--- src/rtl/epochtv1_vidcap.sv ---
// Frame grabber for the Epoch TV-1 video stream: on ARM it aligns to the next
// frame boundary and writes every active pixel of one frame through a small FIFO.
module epochtv1_vidcap #(
  parameter int unsigned FIFO_DEPTH = 8,
  parameter int unsigned ADDR_W     = 16
) (
  input  logic              CLK,
  input  logic              RESB,
  input  logic              CE,
  input  logic              DE,
  input  logic              HS,
  input  logic              VS,
  input  logic [23:0]       RGB,
  input  logic              ARM,
  output logic              BUSY,
  output logic              DONE,
  output logic              OVF,
  output logic [8:0]        LINES,
  output logic [ADDR_W-1:0] MEM_A,
  output logic [23:0]       MEM_D,
  output logic              MEM_REQ,
  input  logic              MEM_ACK
);

  localparam int unsigned PTR_W = (FIFO_DEPTH > 1) ? $clog2(FIFO_DEPTH) : 1;
  localparam int unsigned CNT_W = PTR_W + 1;
  localparam int unsigned PIX_W = 24;
  localparam int unsigned ENT_W = ADDR_W + PIX_W;
  localparam int unsigned LIN_W = 9;

  typedef enum logic [2:0] {
    S_IDLE,
    S_WAIT_VS,
    S_SYNC,
    S_CAPTURE,
    S_DRAIN
  } state_t;

  state_t            state_q, state_d;
  logic [ADDR_W-1:0] pa_q, pa_d;
  logic [LIN_W-1:0]  lines_q, lines_d;
  logic              ovf_q, ovf_d;
  logic              de_prev_q, de_prev_d;
  logic              busy_q, busy_d;
  logic              done_q, done_d;
  logic              req_q, req_d;
  logic [PTR_W-1:0]  rd_ptr_q, rd_ptr_d;
  logic [PTR_W-1:0]  wr_ptr_q, wr_ptr_d;
  logic [CNT_W-1:0]  cnt_q, cnt_d;
  logic [ENT_W-1:0]  head_q, head_d;
  logic [ENT_W-1:0]  fifo_mem [FIFO_DEPTH];

  logic              capture;
  logic              push;
  logic              pop;
  logic              full;
  logic [ENT_W-1:0]  wr_data;

  // Line boundaries come from DE falling edges, so HS carries no extra information.
  logic unused_hs;
  assign unused_hs = HS;

  assign pop     = req_q & MEM_ACK;
  assign full    = (cnt_q == CNT_W'(FIFO_DEPTH));
  assign wr_data = {pa_q, RGB};

  // Capture FSM, pixel address, line counter and error flag.
  always_comb begin
    state_d   = state_q;
    pa_d      = pa_q;
    lines_d   = lines_q;
    ovf_d     = ovf_q;
    de_prev_d = de_prev_q;
    done_d    = 1'b0;
    capture   = 1'b0;
    push      = 1'b0;

    unique case (state_q)
      S_IDLE: begin
        if (ARM) begin
          state_d   = S_WAIT_VS;
          pa_d      = '0;
          lines_d   = '0;
          ovf_d     = 1'b0;
          de_prev_d = 1'b0;
        end
      end
      S_WAIT_VS: begin
        if (CE && VS) state_d = S_SYNC;
      end
      S_SYNC: begin
        if (CE && !VS) begin
          state_d = S_CAPTURE;
          capture = 1'b1;
        end
      end
      S_CAPTURE: begin
        if (CE) begin
          if (VS) state_d = S_DRAIN;
          else    capture = 1'b1;
        end
      end
      S_DRAIN: begin
        // Request is only ever outstanding while the FIFO holds entries.
        if (cnt_q == '0) begin
          done_d  = 1'b1;
          state_d = S_IDLE;
        end
      end
      default: state_d = S_IDLE;
    endcase

    if (capture) begin
      de_prev_d = DE;
      if (DE) begin
        pa_d = pa_q + ADDR_W'(1);
        if (pa_q == '1) ovf_d = 1'b1;
        if (full && !pop) ovf_d = 1'b1;
        else              push  = 1'b1;
      end
      if (de_prev_q && !DE && (lines_q != '1)) lines_d = lines_q + LIN_W'(1);
    end
  end

  // FIFO pointers and the registered head presented on the memory port.
  always_comb begin
    rd_ptr_d = rd_ptr_q + PTR_W'(pop);
    wr_ptr_d = wr_ptr_q + PTR_W'(push);
    cnt_d    = cnt_q + CNT_W'(push) - CNT_W'(pop);
    req_d    = (cnt_d != '0);
    busy_d   = (state_d != S_IDLE);
    head_d   = head_q;
    if (cnt_d != '0) begin
      if (push && (wr_ptr_q == rd_ptr_d)) head_d = wr_data;
      else                                head_d = fifo_mem[rd_ptr_d];
    end
  end

  always_ff @(posedge CLK or negedge RESB) begin
    if (!RESB) begin
      state_q   <= S_IDLE;
      pa_q      <= '0;
      lines_q   <= '0;
      ovf_q     <= 1'b0;
      de_prev_q <= 1'b0;
      busy_q    <= 1'b0;
      done_q    <= 1'b0;
      req_q     <= 1'b0;
      rd_ptr_q  <= '0;
      wr_ptr_q  <= '0;
      cnt_q     <= '0;
      head_q    <= '0;
    end else begin
      state_q   <= state_d;
      pa_q      <= pa_d;
      lines_q   <= lines_d;
      ovf_q     <= ovf_d;
      de_prev_q <= de_prev_d;
      busy_q    <= busy_d;
      done_q    <= done_d;
      req_q     <= req_d;
      rd_ptr_q  <= rd_ptr_d;
      wr_ptr_q  <= wr_ptr_d;
      cnt_q     <= cnt_d;
      head_q    <= head_d;
    end
  end

  // FIFO storage needs no reset; validity is tracked by cnt_q.
  always_ff @(posedge CLK) begin
    if (push) fifo_mem[wr_ptr_q] <= wr_data;
  end

  assign BUSY    = busy_q;
  assign DONE    = done_q;
  assign OVF     = ovf_q;
  assign LINES   = lines_q;
  assign MEM_A   = head_q[ENT_W-1 -: ADDR_W];
  assign MEM_D   = head_q[PIX_W-1:0];
  assign MEM_REQ = req_q;

endmodule

--- config.mk ---
export PLATFORM = sky130hd
export DESIGN_NAME = epochtv1_vidcap
export DESIGN_NICKNAME = d
export VERILOG_FILES = /design/src/rtl/epochtv1_vidcap.sv
export SDC_FILE = /design/constraint.sdc
export NUM_CORES = 1
export LEC_CHECK = 0
export CORE_ASPECT_RATIO = 0.7
export CORE_MARGIN = 8
export CORE_UTILIZATION = 40
export DETAILED_ROUTE_END_ITERATION = 8
export HOLD_SLACK_MARGIN = 0.03
export SYNTH_ARGS = -nofsm -noshare
export SYNTH_HDL_FRONTEND = slang
export SYNTH_SLANG_ARGS = --single-unit
--- constraint.sdc ---
create_clock -name CLK -period 6.75 [get_ports CLK]
set_input_delay 1.35 -clock CLK [delete_from_list [all_inputs] [get_ports CLK]]
set_output_delay 1.35 -clock CLK [all_outputs]
set_load 0.02 [all_outputs]
# Word level (Yosys, flattened, before mapping)
# Memories as Yosys holds them, arrays and structs flattened. A register that Yosys moved wholly into a read port is not among the register bits.
# Index checks and enable logic that the tools add are counted.
op_classes:
  add_sub_neg: 6
  eq_ne: 7
  muxes: 35
  bitwise: 1
  reduce_logical: 16
op_table:
  columns: ["op", "count"]
  rows:
  - ["2-to-1 mux 16 bit", 4]
  - ["2-to-1 mux 9 bit", 4]
  - ["2-to-1 mux 1 bit", 19]
  - ["2-to-1 mux 3 bit", 6]
  - ["adder 16 x 1 -> 16 bit, second input constant", 1]
  - ["equality test 16 bit, second input constant", 1]
  - ["one-hot mux 3 bit (5 select lines)", 1]
  - ["adder 9 x 1 -> 9 bit, second input constant", 1]
  - ["inequality test 9 bit, second input constant", 1]
  - ["adder 3 x 1 -> 3 bit", 2]
  - ["equality test 3 x 2 -> 1 bit, second input constant", 2]
  - ["logical AND 1 bit", 5]
  - ["adder 4 x 1 -> 4 bit", 1]
  - ["equality test 4 bit, second input constant", 1]
  - ["logical NOT 1 bit", 4]
  - ["logical NOT 4 bit", 1]
  - ["nonzero test 2 bit", 2]
  - ["nonzero test 4 bit", 1]
  - ["subtractor 4 x 1 -> 4 bit", 1]
  - ["equality test 3 x 1 -> 1 bit, second input constant", 1]
  - ["equality test 3 bit, second input constant", 1]
  - ["logical NOT 3 bit", 1]
  - ["nonzero test 3 bit", 1]
  - ["one-hot mux 1 bit (2 select lines)", 1]
  - ["2 further kinds", 2]
word_totals:
  reg_bits: 43
  ram_bits: 320
  out_inout_bits: 53
  n_memories: 1
mem_list:
  columns: ["memory", "words", "width", "rd", "rd_ports_with_merged_regs", "wr", "line_no", "source"]
  rows:
  - ["fifo_mem", 8, 40, 1, 1, 1, "51", "logic [ENT_W-1:0] fifo_mem [FIFO_DEPTH];"]

# Longest topological paths before layout
depth:
  depth_word: 9
  depth_mapped: 15
  mapped_depth_nobuf: 14

# Worst setup path before layout
# No wires, ideal clock.
synth_path:
  kind: "in2reg"
  startpoint: "input port VS"
  endpoint: "memory fifo_mem[4][0] (netlist name), enable pin"
  setup_ns: 0.552
  arrival_time_ns: 6.135
  slack_ns: 0.063
  cell_stages: 4
  path_buffers: 0
  path_cell_list: "nand4bb_4 nor2_4 nand2_4 nor4b_1"
synth_via:
  elab_chain_len: 7
  word_cells_on_any_way: 9
synth_lines:
  columns: ["item", "line_no", "source"]
  rows:
  - ["start, declared", "12", "input logic VS,"]
  - ["logical NOT 1 bit", "92", "if (CE && !VS) begin"]
  - ["logical AND 1 bit", "92", null]
  - ["2-to-1 mux 1 bit", "92", null]
  - ["one-hot mux 1 bit (2 select lines) *", "78", "unique case (state_q)"]
  - ["2-to-1 mux 1 bit *", "113", "if (capture) begin"]
  - ["2-to-1 mux 1 bit *", "171", "if (push) fifo_mem[wr_ptr_q] <= wr_data;"]
  - ["2-to-1 mux 1 bit (not written as such) *", "171", null]
  - ["end, declared", "51", null]
# Mark *: on every way between the ends. The rest lies on a longest branch, timed or not.

# Worst setup path in the final report
layout_path:
  startpoint: "input port VS"
  endpoint: "register head_q[9], read port of fifo_mem"
layout_via:
  elab_chain_len: 8
  word_cells_on_any_way: 10
layout_lines:
  columns: ["item", "line_no", "source"]
  rows:
  - ["logical NOT 1 bit", "92", null]
  - ["logical AND 1 bit", "92", null]
  - ["2-to-1 mux 1 bit", "92", null]
  - ["one-hot mux 1 bit (2 select lines) *", "78", null]
  - ["2-to-1 mux 1 bit *", "113", null]
  - ["adder 4 x 1 -> 4 bit *", "129", "cnt_d = cnt_q + CNT_W'(push) - CNT_W'(pop);"]
  - ["subtractor 4 x 1 -> 4 bit *", "129", null]
  - ["net cnt_d[1]", "49", "logic [CNT_W-1:0] cnt_q, cnt_d;"]
  - ["nonzero test 4 bit *", "133", "if (cnt_d != '0) begin"]
  - ["end, declared", "50", "logic [ENT_W-1:0] head_q, head_d;"]
# The timed path passes the listed nets; every way through them passes the cells marked *.
# A chain may end at the register's enable or synchronous reset.

==> results.sh <==
export IMPL_outcome="finished clean"
export IMPL_slew_violations=0
export IMPL_synth_edf_count=320
export IMPL_cts_resized=0
export IMPL_nets=1004
export IMPL_synth_top_cell_area_share=0.598
export IMPL_pwr_share_comb=0.353
export IMPL_cts_root_buffer="clkbuf_16"
export IMPL_synth_avg_cell_area_um2=18.9
export IMPL_synth_most_common_cell="edfxtp_1"
export IMPL_cts_path_max_buffers=3
export IMPL_cpPeakStageDelay_ns=0.50
export IMPL_seqCellArea_mm2=0.0117
export IMPL_drt_vias_per_instance=5.23
export IMPL_cts_setup_buffers=0
export IMPL_critPathLaunch="VS"
export IMPL_worstSkewPairLatency_ns=0.52
export IMPL_ir_drop_mv=0.381
export IMPL_tritoncts="yes"
export IMPL_ys_flop_type="edfxtp_1"
export IMPL_finalHoldViolations=0
export IMPL_wl_um=32800
export IMPL_grt_pass1_vias=8427
export IMPL_critPathBufInv=5
export IMPL_synthTopCellsByArea="edfxtp_1 60%, dfrtp_1 13%, mux4_2 11%"
export IMPL_worstReg2RegEnd="head_q[9]$_DFFE_PN0P_"
export IMPL_synth_common_cells="320 x edfxtp_1, 83 x dfrtp_1, 80 x mux4_2"
export IMPL_drv_cap=0
export IMPL_fin_crit_sh=0.668
export IMPL_drc=0
export IMPL_cpMostUsedCell="inv_1"
export IMPL_fill_cells=3311
export IMPL_clk_pin_slew_worst_paths_ns=0.06
export IMPL_worstHoldPathType="reg2reg"
export IMPL_ys_types=48
export IMPL_antennaDiodeCount=0
export IMPL_initial_utilization=0.405
export IMPL_cpMaxStageDelayCell="nor4b_1"
export IMPL_reg2reg_slack_ns=3.10
export IMPL_hold_depth=2
export IMPL_grt_overflow=0
export IMPL_fin_setup_tns_ns=0
export IMPL_async_reset_ff_frac=0.206
export IMPL_critPathRequiredTime_ns=7.13
export IMPL_clock_sinks=403
export IMPL_p_int_w=0.00559
export IMPL_rsz0062_at_grt="no"
export IMPL_crit_chain="clkdlybuf4s50_1 > nand4bb_4 > nor2_4 > nand2_4 > ha_1 > inv_1 > ha_1 > inv_1 > fa_1 > inv_1 > nor4b_1 > mux2i_4 > buf_4 > nor2_1 > a21oi_1"
export IMPL_post_place_ws_ns=1.69
export IMPL_fin_util=0.475
export IMPL_synth_fp_nets=895
export IMPL_dieHeight_um=184
export IMPL_portBuffers=83
export IMPL_ys_ff_latch=403
export IMPL_drt_initial_drc_count=656
export IMPL_yosys_warnings=0
export IMPL_p_switching_w=0.00240
export IMPL_worstReg2RegStart="state_q[2]$_DFF_PN0_"
export IMPL_htreeDepth=2
export IMPL_p_per_area_mw_per_mm2=424
export IMPL_fin_worst_skew_ns=0.00978
export IMPL_cp_end_kind="register"
export IMPL_grt_max_degree=66
export IMPL_multi_input_area_mm2=0.00420
export IMPL_setup_ws_ns=2.24
export IMPL_worst_slew_pin_slew_ns=0.960
export IMPL_post_dp_hpwl_um=18900
export IMPL_cts_buffers=40
export IMPL_die_w_um=255
export IMPL_swShare=0.301
export IMPL_core_area_mm2=0.0397
export IMPL_critPathKind="in2reg"
export IMPL_finalSetupViolCount=0
export IMPL_std_cell_rows=61
export IMPL_netlist_instances=849
export IMPL_power_w=0.00799
export IMPL_dieArea_mm2=0.0469
export IMPL_cp_max_fo=51
export IMPL_cts_hold_fix_buffers=0
export IMPL_fin_crit_ns=4.51
export IMPL_grt_pass1_wl_um=51400
export IMPL_antenna_found_initial=0
export IMPL_reg2regPathDepth=14
export IMPL_min_from="OVF$_DFF_PN0_"
export IMPL_startpoint_type="primary input"
export IMPL_seq_area_frac_synth=0.728
export IMPL_whs_endpoint="OVF$_DFF_PN0_"
export IMPL_track_usage=0.140
export IMPL_syn_area_mm2=0.0161
export IMPL_clockPowerShare=0.262
export IMPL_arrival_ns=4.89
export IMPL_area_growth_syn_to_layout_pct=17.5
export IMPL_drive_above_1_share=0.222
export IMPL_vias=7944
export IMPL_power_leakage_nw=6.70
export IMPL_synth_area_leader_cell="edfxtp_1"
export IMPL_dr_pass1_iters=5
export IMPL_gp_congestion=0.727
export IMPL_io_pins=85
export IMPL_ant_nets=0
export IMPL_relSlewSlack=0.360
export IMPL_critPathTopFamily="simple AND/OR/NAND/NOR gates"
export IMPL_power_frac_seq=0.385
export IMPL_clock_fmax_mhz=222
export IMPL_avgRoutedWirePerCell_um=21.6
layer usage:
layer,up-vias,track usage,wire length [um]
met5,-,0,0
met1,4172,0.201,15500
met3,36,0.0251,1340
met4,0,0.0286,411
met2,136,0.226,15500
li1,3600,-,-
per-stage QoR:
step / cells / area, um^2 / hold WS (ns)
final: 1520 / 18900 / 0.506
after global routing: 1520 / 18900 / 0.527
after CTS: 1520 / 18900 / 0.512
after detailed placement: 1451 / 17600 / 0.500
after global placement: 1451 / 17600 / 0.488
after floorplan: 849 / 16100 / 0.472
cells by family after synthesis:
family,Yosys count,share of synthesized area
flip-flops,403,0.728
multiplexers,164,0.168
AND/OR/NAND/NOR,128,0.0414
AO/OA/AOI/OAI,74,0.0280
buffers and inverters,54,0.0172
adder cells (fa/ha/maj),14,0.0114
XOR/XNOR,12,0.00654
worst min-delay path: cells and delay by family, from the launching register on:
family	cells	cell delay [ns]
AOI/OAI and AO/OA	2	0.12
DFF	1	0.35
layout by cell type, fill, tap and decap left out, types with 3 or more instances in the layout:
| cell type | instances |
|---|---|
| o211ai_1 | 5 |
| mux2i_1 | 42 |
| nand2_1 | 22 |
| o31ai_1 | 6 |
| mux2_2 | 41 |
| nor4b_2 | 3 |
| ha_1 | 11 |
| edfxtp_1 | 320 |
| xor2_1 | 7 |
| a22o_1 | 3 |
| clkinv_1 | 8 |
| clkinv_2 | 3 |
| clkbuf_8 | 3 |
| xnor2_1 | 4 |
| nand4_1 | 6 |
| inv_1 | 12 |
| clkdlybuf4s50_1 | 82 |
| clkbuf_1 | 11 |
| or3_1 | 3 |
| mux4_2 | 80 |
| nor2_1 | 55 |
| a21oi_1 | 44 |
| nand3_1 | 13 |
| o21ai_0 | 9 |
| buf_4 | 24 |
| clkbuf_16 | 41 |
| dfrtp_1 | 83 |
| and3_1 | 4 |
cell type report:
type | instances | area share
well taps | 535 | 0.0355
inverters | 13 | 0.00285
flip-flops and latches | 403 | 0.619
clock inverters | 14 | 0.00597
multi-input cells | 392 | 0.223
clock buffers | 55 | 0.0587
repair buffers | 108 | 0.0552
flip-flops by register name, summed over array words and instances (netlist names):
| name | flops |
|---|---|
| BUSY | 1 |
| DONE | 1 |
| LINES | 9 |
| MEM_REQ | 1 |
| OVF | 1 |
| cnt_q | 4 |
| de_prev_q | 1 |
| fifo_mem | 320 |
| head_q | 40 |
| pa_q | 16 |
| rd_ptr_q | 3 |
| state_q | 3 |
| wr_ptr_q | 3 |
worst max-delay path by stage:
stage          slack [ns]                        to  cells past startpoint
6_report             2.24     head_q[9]$_DFFE_PN0P_                     15
5_1_grt              1.91     head_q[9]$_DFFE_PN0P_                     15
4_1_cts              2.23     head_q[9]$_DFFE_PN0P_                     15
3_5_place_dp         1.69     head_q[9]$_DFFE_PN0P_                     15
3_3_place_gp         1.81     head_q[3]$_DFFE_PN0P_                     15
2_1_floorplan        0.06  fifo_mem[4][0]$_DFFE_PP_                      4
power by group through the flow:
stage          logic [W]  clock network (W)  registers (W)
2_1_floorplan    0.00194                  0        0.00324
4_1_cts          0.00290            0.00215        0.00308
5_1_grt          0.00310            0.00225        0.00310
3_3_place_gp     0.00288                  0        0.00312
6_report         0.00282            0.00210        0.00308
3_5_place_dp     0.00289                  0        0.00313
No activity file was read; power rests on OpenSTA's default activity.
